[config.mk]
export PLATFORM = sky130hd
export DESIGN_NAME = wb_arbiter
export DESIGN_NICKNAME = d
export VERILOG_FILES = /design/src/rtl/wb_arbiter.sv
export SDC_FILE = /design/constraint.sdc
export NUM_CORES = 1
export LEC_CHECK = 0
export CAP_MARGIN = 10
export CORE_MARGIN = 5
export CORE_UTILIZATION = 33
export DETAILED_ROUTE_END_ITERATION = 7
export PLACE_DENSITY = 0.72
export SETUP_SLACK_MARGIN = 0.3
export SLEW_MARGIN = 20
export SYNTH_ARGS = -nofsm -noshare
export SYNTH_HDL_FRONTEND = slang
export SYNTH_SLANG_ARGS = --single-unit
[constraint.sdc]
create_clock -name clk -period 2.05 [get_ports clk]
set_input_delay 0.41 -clock clk [delete_from_list [all_inputs] [get_ports clk]]
set_output_delay 0.41 -clock clk [all_outputs]
set_load 0.1 [all_outputs]
[src/rtl/wb_arbiter.sv]
// wb_arbiter: round-robin arbiter sharing one 8-bit wishbone slave among NM masters
module wb_arbiter #(
  parameter int NM   = 2,
  parameter int WDOG = 32
) (
  input  logic            clk,
  input  logic            rst,
  input  logic [NM-1:0]   m_stb,
  input  logic [8*NM-1:0] m_adr,
  input  logic [NM-1:0]   m_rw,
  input  logic [8*NM-1:0] m_dat,
  output logic [NM-1:0]   m_ack,
  output logic [7:0]      m_dati,
  output logic            s_stb,
  output logic [7:0]      s_adr,
  output logic            s_rw,
  output logic [7:0]      s_dato,
  input  logic            s_ack,
  input  logic [7:0]      s_dati,
  output logic [NM-1:0]   gnt,
  output logic            busy,
  output logic            to_err
);
  localparam int PW = $clog2(NM);
  localparam int CW = $clog2(WDOG) + 1;
  localparam logic [1:0] IDLE = 2'd0;
  localparam logic [1:0] BUSY = 2'd1;
  localparam logic [1:0] GAP  = 2'd2;

  logic [1:0]    state;
  logic [PW-1:0] ptr, win, idx;
  logic          found, own_stb;
  logic [CW-1:0] cnt;
  logic [7:0]    adr_a [NM];
  logic [7:0]    dat_a [NM];

  for (genvar i = 0; i < NM; i++) begin : g_split
    assign adr_a[i] = m_adr[8*i +: 8];
    assign dat_a[i] = m_dat[8*i +: 8];
  end

  assign own_stb = |(m_stb & gnt);
  assign m_ack   = {NM{s_ack & s_stb}} & gnt;
  assign m_dati  = s_dati;
  assign busy    = state != IDLE;

  // first requester at or after ptr, wrapping round the master list
  always_comb begin
    found = 1'b0;
    win   = ptr;
    idx   = '0;
    for (int k = 0; k < NM; k++) begin
      idx = PW'((int'(ptr) + k) % NM);
      if (!found && m_stb[idx]) begin
        found = 1'b1;
        win   = idx;
      end
    end
  end

  // grant, hold for the transaction, then one idle GAP cycle before re-arbitrating
  always_ff @(posedge clk) begin
    if (!rst) begin
      state  <= IDLE;
      gnt    <= '0;
      s_stb  <= 1'b0;
      s_adr  <= '0;
      s_rw   <= 1'b0;
      s_dato <= '0;
      to_err <= 1'b0;
      ptr    <= '0;
      cnt    <= '0;
    end else begin
      to_err <= 1'b0;
      if (state == IDLE) begin
        if (found) begin
          state  <= BUSY;
          gnt    <= NM'(1) << win;
          s_stb  <= 1'b1;
          s_adr  <= adr_a[win];
          s_rw   <= m_rw[win];
          s_dato <= dat_a[win];
          ptr    <= (win == PW'(NM-1)) ? '0 : win + 1'b1;
          cnt    <= '0;
        end
      end else if (state == BUSY) begin
        if (s_ack || !own_stb || cnt == CW'(WDOG-1)) begin
          state  <= GAP;
          s_stb  <= 1'b0;
          to_err <= !s_ack && own_stb;
        end else begin
          cnt <= cnt + 1'b1;
        end
      end else begin
        state <= IDLE;
        gnt   <= '0;
      end
    end
  end
endmodule

Word-level counts from Yosys, hierarchy flattened
Index checks and enable logic that the tools add are counted.

storage, ports and cells
  output and inout bits = 32
  register bits after elaboration = 30
  bits of input ports = 47
  logic and storage cells = 79
  bits in latches = 0
  memory bits (read-only) = 0
  RAM bits = 0
  memories = 0

operators by class
  reduce and logical (&&, ||, !) cells = 18
  equal/unequal tests = 6
  divide/modulo/power cells = 0
  bitwise operators = 7
  shifts and indexed selects = 1
  $mul = 0
  $add $sub $neg = 3
  $lt $le $gt $ge = 4
  muxes and demuxes = 31

operator list
  operator                                                    count
  2-to-1 mux 8 bit                                            6
  2-to-1 mux 6 bit                                            4
  2-to-1 mux 1 bit                                            14
  2-to-1 mux 2 bit                                            7
  adder 6 x 1 -> 6 bit, second input constant                 1
  equality test 6 x 5 -> 1 bit, second input constant         1
  less-than comparator 1 x 2 -> 1 bit, second input constant  3
  inequality test 2 bit, second input constant                3
  AND reduction 2 bit                                         3
  AND reduction 3 bit                                         2
  nonzero test 2 bit                                          3
  AND 2 bit                                                   2
  OR reduction 4 bit                                          1
  zero test 1 bit                                             3
  inequality test 3 x 2 -> 1 bit, second input constant       1
  NOT 1 bit                                                   3
  adder 1 bit, second input constant                          2
  equality test 2 x 1 -> 1 bit, second input constant         1
  >= comparator 2 bit, second input constant                  1
  logical AND 1 bit                                           2
  zero test 2 bit                                             1
  logical OR 1 bit                                            2
  NOT 1 -> 2 bit                                              1
  OR reduction 2 bit                                          1
  other kinds (2)                                             2

Logic depth before layout (Yosys ltp)
Gate-level depths: netlist of run 1.

  depth after elaboration = 10
  depth in mapped cells = 6
  gate-level depth less buffers = 5

Worst setup path before layout of run 1
No wires, ideal clock.

  path kind = register -> output
  from = register gnt[1]
  to = output port m_ack[1]
  stages on the path, launching flop included = 2
  data arrival time = 1.884 ns
  path buffers = 0
  data required time = 1.640 ns
  path slack = -0.244 ns
  cell sequence = dfxtp_1 > and3_1

between the ends
  word-level cells in the longest chain between the ends = 1

ends and longest elaborated chain
  what                      RTL line  text
  start: declaration        20        output logic [NM-1:0] gnt,
  start signal: assignment  78        gnt <= NM'(1) << win;
  AND 2 bit                 43        assign m_ack = {NM{s_ack & s_stb}} & gnt;
  end: declaration          12        output logic [NM-1:0] m_ack,

No other way between the ends.

Final worst setup path of run 1
  from = input port m_stb[1]
  to = register cnt[1]

between the ends
  word-level cells in the longest chain between the ends = 8
  elaborated cells on any way between the ends = 16
  those cells by class = 2 x eq/ne; 6 x mux; 1 x bitwise; 7 x reduce/logical

ends and longest elaborated chain
  what                                                 RTL line  text
  start: declaration                                   8         input logic [NM-1:0] m_stb,
  2-to-1 mux 1 bit (implied by the code) (2 in a row)  54        if (!found && m_stb[idx]) begin
  2-to-1 mux 1 bit                                     54
  zero test 1 bit                                      54
  logical AND 1 bit                                    54
  2-to-1 mux 1 bit                                     54
  inequality test 2 bit (no line)                      -
  AND reduction 3 bit (no line) *                      -
  end signal: assignment                               92        cnt <= cnt + 1'b1;
  end: declaration                                     33        logic [CW-1:0] cnt;

Every way passes the cells marked *; elsewhere a longest branch is shown, timed or not. The select of a mux whose other input is x is not followed.
A chain may end at the register's enable or synchronous reset.

==> results_dict.tcl, run 1 <==
set metrics [dict create \
    final.fill_count 348 \
    drt_pre_antenna_iters 7 \
    hp-start "state[0]" \
    grt.overflow.total 0 \
    internal_power_w 0.00117 \
    die_area_um2 5370 \
    vias 1318 \
    critical-path-max-stage-delay_ps 550 \
    die-width_um 73.3 \
    yosys.area.top_type "dfxtp_1" \
    clock-root-buffer "clkbuf_8" \
    synth_nets 187 \
    clock-sinks 30 \
    hold_depth 1 \
    multi_input_area_um2 631 \
    r2r-end "cnt[1]" \
    wl_per_cell_um 15.0 \
    finalHoldViolCount 0 \
    clk_path_buf_depth 2 \
    layout.nets 247 \
    path_delay_family "buffers and inverters" \
    worst_ep_required_time_ps 2250 \
    p_seq_frac 0.359 \
    track_usage 0.136 \
    rows 23 \
    start_util 0.335 \
    worstHoldEndpoint "s_stb" \
    cap_violations 0 \
    path_buf_inv 1 \
    synth-seq-cells 30 \
    cp-end-kind "flip-flop" \
    area_growth_pct 58.3 \
    htree_num_levels 2 \
    synth_sequential_area_ratio 0.455 \
    p_sw_frac 0.362 \
    tritoncts.num_buffers 5 \
    hp-class "flip-flop to flip-flop" \
    seq_area_um2 606 \
    drive_gt1_frac 0.250 \
    crit_chain "clkdlybuf4s50_1 -> a22oi_2 -> a211o_1 -> or3b_1 -> a21boi_1" \
    cp-startpoint "m_stb[1]" \
    drtIter0Drc 119 \
    hold_slack_ps 483 \
    crit_fanout 5 \
    finish.instance_area_um2 2090 \
    ant_nets 0 \
    synth_warnings 0 \
    clk_pin_slew_worst_paths_ps 60 \
    fin_skew_ps 6.45 \
    viasPerCell 5.27 \
    max_freq_mhz 610 \
    io_buffers 62 \
    synthArstFlopShare 0 \
    rsz0062_at_grt "false" \
    synthCells 139 \
    antenna_found_initial 0 \
    syn_area_per_cell_um2 9.51 \
    relSlewSlack 0.739 \
    layout_worst_path_cycle_share 0.800 \
    irDropWorstVdd_uv 464 \
    cts_tree "yes" \
    startpoint_type "primary input" \
    run_status "completed" \
    power.leakage_nw 0.821 \
    worst_r2r_path_depth 5 \
    reg2reg_from "cnt[0]" \
    clockPowerShare 0.297 \
    crit_slowest_cell "clkdlybuf4s50_1" \
    power.density_nw_per_um2 881 \
    clkLatencyLatePin_ps 270 \
    path_depth 5 \
    synthFlopType "dfxtp_1" \
    grt_max_degree 26 \
    p_comb_frac 0.345 \
    die_h_um 73.3 \
    p_sw_w 0.000668 \
    route.detailed.drc 0 \
    wl_mm 3.75 \
    synth.distinct_cells 30 \
    finalSetupViolCount 0 \
    worst_pin_slew_ps 390 \
    cp_data_arrival_time_ps 1840 \
    synth_edf_count 0 \
    final.min_clock_period_ps 1640 \
    dpl_cell_area_um2 1950 \
    drv_slew 0 \
    routabilityCongestion 0.788 \
    n_antenna_cell 0 \
    synth_top_area_frac 0.455 \
    grt_pass1_vias 1332 \
    grt_pass1_wl_mm 5.77 \
    crit_type "primary input to flip-flop" \
    io_pins 79 \
    core-area_um2 3940 \
    ys_top_cells_by_area "dfxtp_1 45%, a222oi_1 13%, nor2b_1 9.5%, buf_4 4.5%, a31oi_1 2.8%" \
    post-dp-hpwl_mm 2.77 \
    syn_area_um2 1320 \
    rrSetupSlack_ps 430 \
]
## logic make-up (layout without fill, tap and decap cells)
logic type | after synthesis | count (layout) | synth area share
AO/OA/AOI/OAI | 39 | 39 | 0.239
flip-flops | 30 | 30 | 0.455
adder cells (fa/ha/maj) | 1 | 1 | 0.00947
AND/OR/NAND/NOR | 48 | 48 | 0.211
buffers and inverters | 21 | 82 | 0.0862
## registers in the layout, indices dropped and copies added (netlist names)
register / count
cnt: 6
s_adr: 8
state: 2
s_dato: 8
ptr: 1
s_stb: 1
s_rw: 1
to_err: 1
gnt: 2
## cells in the mapped netlist, types with 5 or more instances
| library cell | n |
|---|---|
| a222oi_1 | 17 |
| a31oi_1 | 6 |
| buf_4 | 8 |
| dfxtp_1 | 30 |
| inv_1 | 5 |
| nand2_1 | 6 |
| nand3_1 | 5 |
| nor2b_1 | 20 |
## final cells by class
type                    count  share of cell area
inverters                   5             0.00897
repair buffers             69               0.318
well taps                  50              0.0299
multi-input cells          88               0.301
clock buffers               8              0.0526
flip-flops and latches     30               0.289
## how the worst max path moves through the flow
stage | to | slack [ps]
finish | cnt[1] | 410
global route | cnt[1] | 310
CTS | cnt[1] | 320
detailed placement | cnt[4] | -30
global placement | cnt[1] | 60
floorplan | cnt[1] | 330
## power by group through the flow
| stage | Clock (W) | Combinational, W | Sequential, W |
|---|---|---|---|
| 6_report | 0.000547 | 0.000635 | 0.000661 |
| 5_1_grt | 0.000589 | 0.000663 | 0.000667 |
| 4_1_cts | 0.000561 | 0.000635 | 0.000659 |
| 3_5_place_dp | 0 | 0.000633 | 0.000671 |
| 3_3_place_gp | 0 | 0.000626 | 0.000668 |
| 2_1_floorplan | 0 | 0.000230 | 0.000941 |
## cell usage in the layout, fill, tap and decap left out, types with 3 or more instances in the layout
cell and instances:
clkdlybuf4s50_1 36, dfxtp_1 26, buf_4 26, nor2b_1 20
a222oi_1 17, clkbuf_8 8, nand2_1 6, a31oi_1 6
inv_1 5, nand3_1 5, o21ai_0 4, dfxtp_2 4
buf_12 4, nor2_1 3
## layer usage
metal  wire [um]  up-vias  track usage
li1            -      641            -
met1        1440      609        0.151
met2        1940       61        0.240
met3         332        7       0.0356
met4          44        0       0.0594
met5           0        -            0
## stage by stage
stage                     TNS (ps)  total power, W  setup WS [ps]  utilization  cells
after floorplan                  0         0.00117            334            -    139
after global routing             0         0.00192            314        0.531    250
after detailed placement     -46.0         0.00130          -27.1        0.495    241
final                            0         0.00184            410        0.531    250
after CTS                        0         0.00186            316        0.526    249
after global placement           0         0.00129           57.7        0.495    241
## worst reg2reg max path: cells and delay by family, from the launching register on
family | cells | cell delay, ps
adder cells (fa/ha/maj) | 1 | 230
AND/OR/NAND/NOR | 2 | 560
flip-flops | 1 | 330
AO/OA/AOI/OAI | 2 | 440
## what timing repair did
action | CTS | global route
resized for setup | 6 | 4
pin swaps | 0 | 1
buffers inserted | 0 | 1
gates cloned | 0 | 0
hold buffers | 0 | 0
endpoints found under the setup margin | 5 | 20
Power figures use the tool's default switching activity.
==> run 2: changes to the inputs <==
==> constraint.sdc (replaced) <==
create_clock -name clk -period 1.7 [get_ports clk]
set_input_delay 0.34 -clock clk [delete_from_list [all_inputs] [get_ports clk]]
set_output_delay 0.34 -clock clk [all_outputs]
set_load 0.1 [all_outputs]
==> run 2 against run 1 <==
Against the previous run: highest routed layer unchanged; critical path depth did not move; combinational power rose by 44%; critical endpoint unchanged; sequential power rose by 24%; clock-buffer cell count fell by 1; routed wire length rose by 11%; cell count rose by 4.0%.
==> results_dict.tcl, run 2 (same netlist as run 1, synthesis figures left out) <==
set metrics [dict create \
    run_status "completed" \
    worst_ep_required_time_ps 1900 \
    clkLatencyLatePin_ps 270 \
    clock-root-buffer "clkbuf_8" \
    crit_slowest_cell "dfxtp_4" \
    crit_type "flip-flop to flip-flop" \
    finalSetupViolCount 0 \
    area_growth_pct 86.6 \
    cp-end-kind "flip-flop" \
    grt_max_degree 26 \
    crit_fanout 3 \
    finalHoldViolCount 0 \
    met1_length_mm 1.54 \
    place_inst 246 \
    layout_commonest_cell "clkdlybuf4s50_1" \
    startpoint_type "flip-flop" \
    die-width_um 73.3 \
    worst_pin_slew_ps 304 \
    die_area_um2 5370 \
    rrSetupSlack_ps 180 \
    max_freq_mhz 660 \
    grt_pass1_vias 1397 \
    irDropWorstVdd_uv 587 \
    viasPerCell 5.35 \
    final.min_clock_period_ps 1520 \
    layout_worst_path_cycle_share 0.892 \
    path_delay_family "simple AND/OR/NAND/NOR gates" \
    ant_nets 0 \
    vias 1390 \
    reg_top3 "s_adr: 8 flops, s_dato: 8 flops, cnt: 6 flops" \
    route.detailed.drc 0 \
    stdcell_count 260 \
    tritoncts.num_buffers 5 \
    die_h_um 73.3 \
    met2_length_mm 2.30 \
    cts_tree "yes" \
    clk_path_buf_depth 2 \
    clk_pin_slew_worst_paths_ps 60 \
    hp-class "flip-flop to flip-flop" \
    critical-path-max-stage-delay_ps 350 \
    routabilityCongestion 0.797 \
    drv_slew 0 \
    power.leakage_nw 0.941 \
    fin_skew_ps 4.26 \
    final_util 0.626 \
    relSlewSlack 0.797 \
    finish.instance_area_um2 2470 \
    core-area_um2 3940 \
    fin_ws_ps 184 \
    crit_chain "ha_4 -> and2_4 -> a211o_1 -> or3b_1 -> a21boi_1" \
    start_util 0.335 \
    wl_met3_um 296 \
    wl_per_cell_um 16.0 \
    routed.top_layer "met4" \
    io_pins 79 \
    layout.nets 257 \
    rows 23 \
    track_usage 0.156 \
    grt.overflow.total 0 \
    cp_data_arrival_time_ps 1710 \
    cap_violations 0 \
    drtIter0Drc 126 \
    mostFrequentLayoutCells "35 x clkdlybuf4s50_1, 24 x buf_12, 23 x dfxtp_1" \
    io_buffers 62 \
    power.density_nw_per_um2 934 \
    rsz0062_at_grt "true" \
    pre_cts_ws_ps -310 \
    post-dp-hpwl_mm 3.12 \
    antenna_found_initial 0 \
    grt_pass1_wl_mm 6.49 \
    n_antenna_cell 0 \
    wl_mm 4.17 \
    htree_num_levels 2 \
    drive_gt1_frac 0.314 \
    hold_slack_ps 506 \
    drt_pre_antenna_iters 5 \
    clock-sinks 30 \
    path_buf_inv 0 \
    dpl_cell_area_um2 2260 \
]
==> run 2: layout make-up <==
cell class                      instances  area [um^2]
Clock buffer                            7         86.3
Timing Repair Buffer                   79          992
Clock inverter                          1         5.00
Sequential cell                        30          619
Inverter                                5         18.8
Tap cell                               50         62.6
Multi-Input combinational cell         88          682
Fill cell                             296         1480
==> run 2: worst register-to-register path: cells and delay by family, from the launching register on <==
family | cells | cell delay (ps)
adder cells (fa/ha/maj) | 1 | 150
flip-flops | 1 | 350
AO/OA/AOI/OAI | 2 | 420
AND/OR/NAND/NOR | 2 | 510
==> run 2: path summary, 6_finish.rpt <==
kind | startpoint | to | depth (start not counted)
worst max-delay path | cnt[0] | cnt[1] | 5
worst min register to register | cnt[2] | cnt[2] | 1
worst min-delay path | cnt[2] | cnt[2] | 1
worst max register to register | cnt[0] | cnt[1] | 5
==> run 2: per-layer routing <==
layer,global-route usage,vias up
met5,0,-
met4,0.0676,0
met3,0.0424,2
met2,0.291,55
met1,0.160,669
li1,-,664
==> run 2: power by group <==
group          switching, W  internal, W  total (W)
clock              0.000244     0.000326   0.000569
combinational      0.000534     0.000380   0.000914
sequential        0.0000609     0.000758   0.000819
total              0.000838      0.00146    0.00230
==> run 2: per-stage QoR <==
| step | total power [W] | TNS, ps |
|---|---|---|
| detailed placement | 0.00173 | -3620 |
| global route | 0.00239 | 0 |
| CTS | 0.00232 | 0 |
| global placement | 0.00172 | -2410 |
| finish | 0.00230 | 0 |
| floorplan | 0.00142 | 0 |
==> run 2: timing repair <==
item,CTS,global route
resized for setup,18,4
hold buffers,0,0
buffers inserted,3,3
setup endpoints to repair,28,27
endpoints found under the hold margin,0,0
pin swaps,5,8
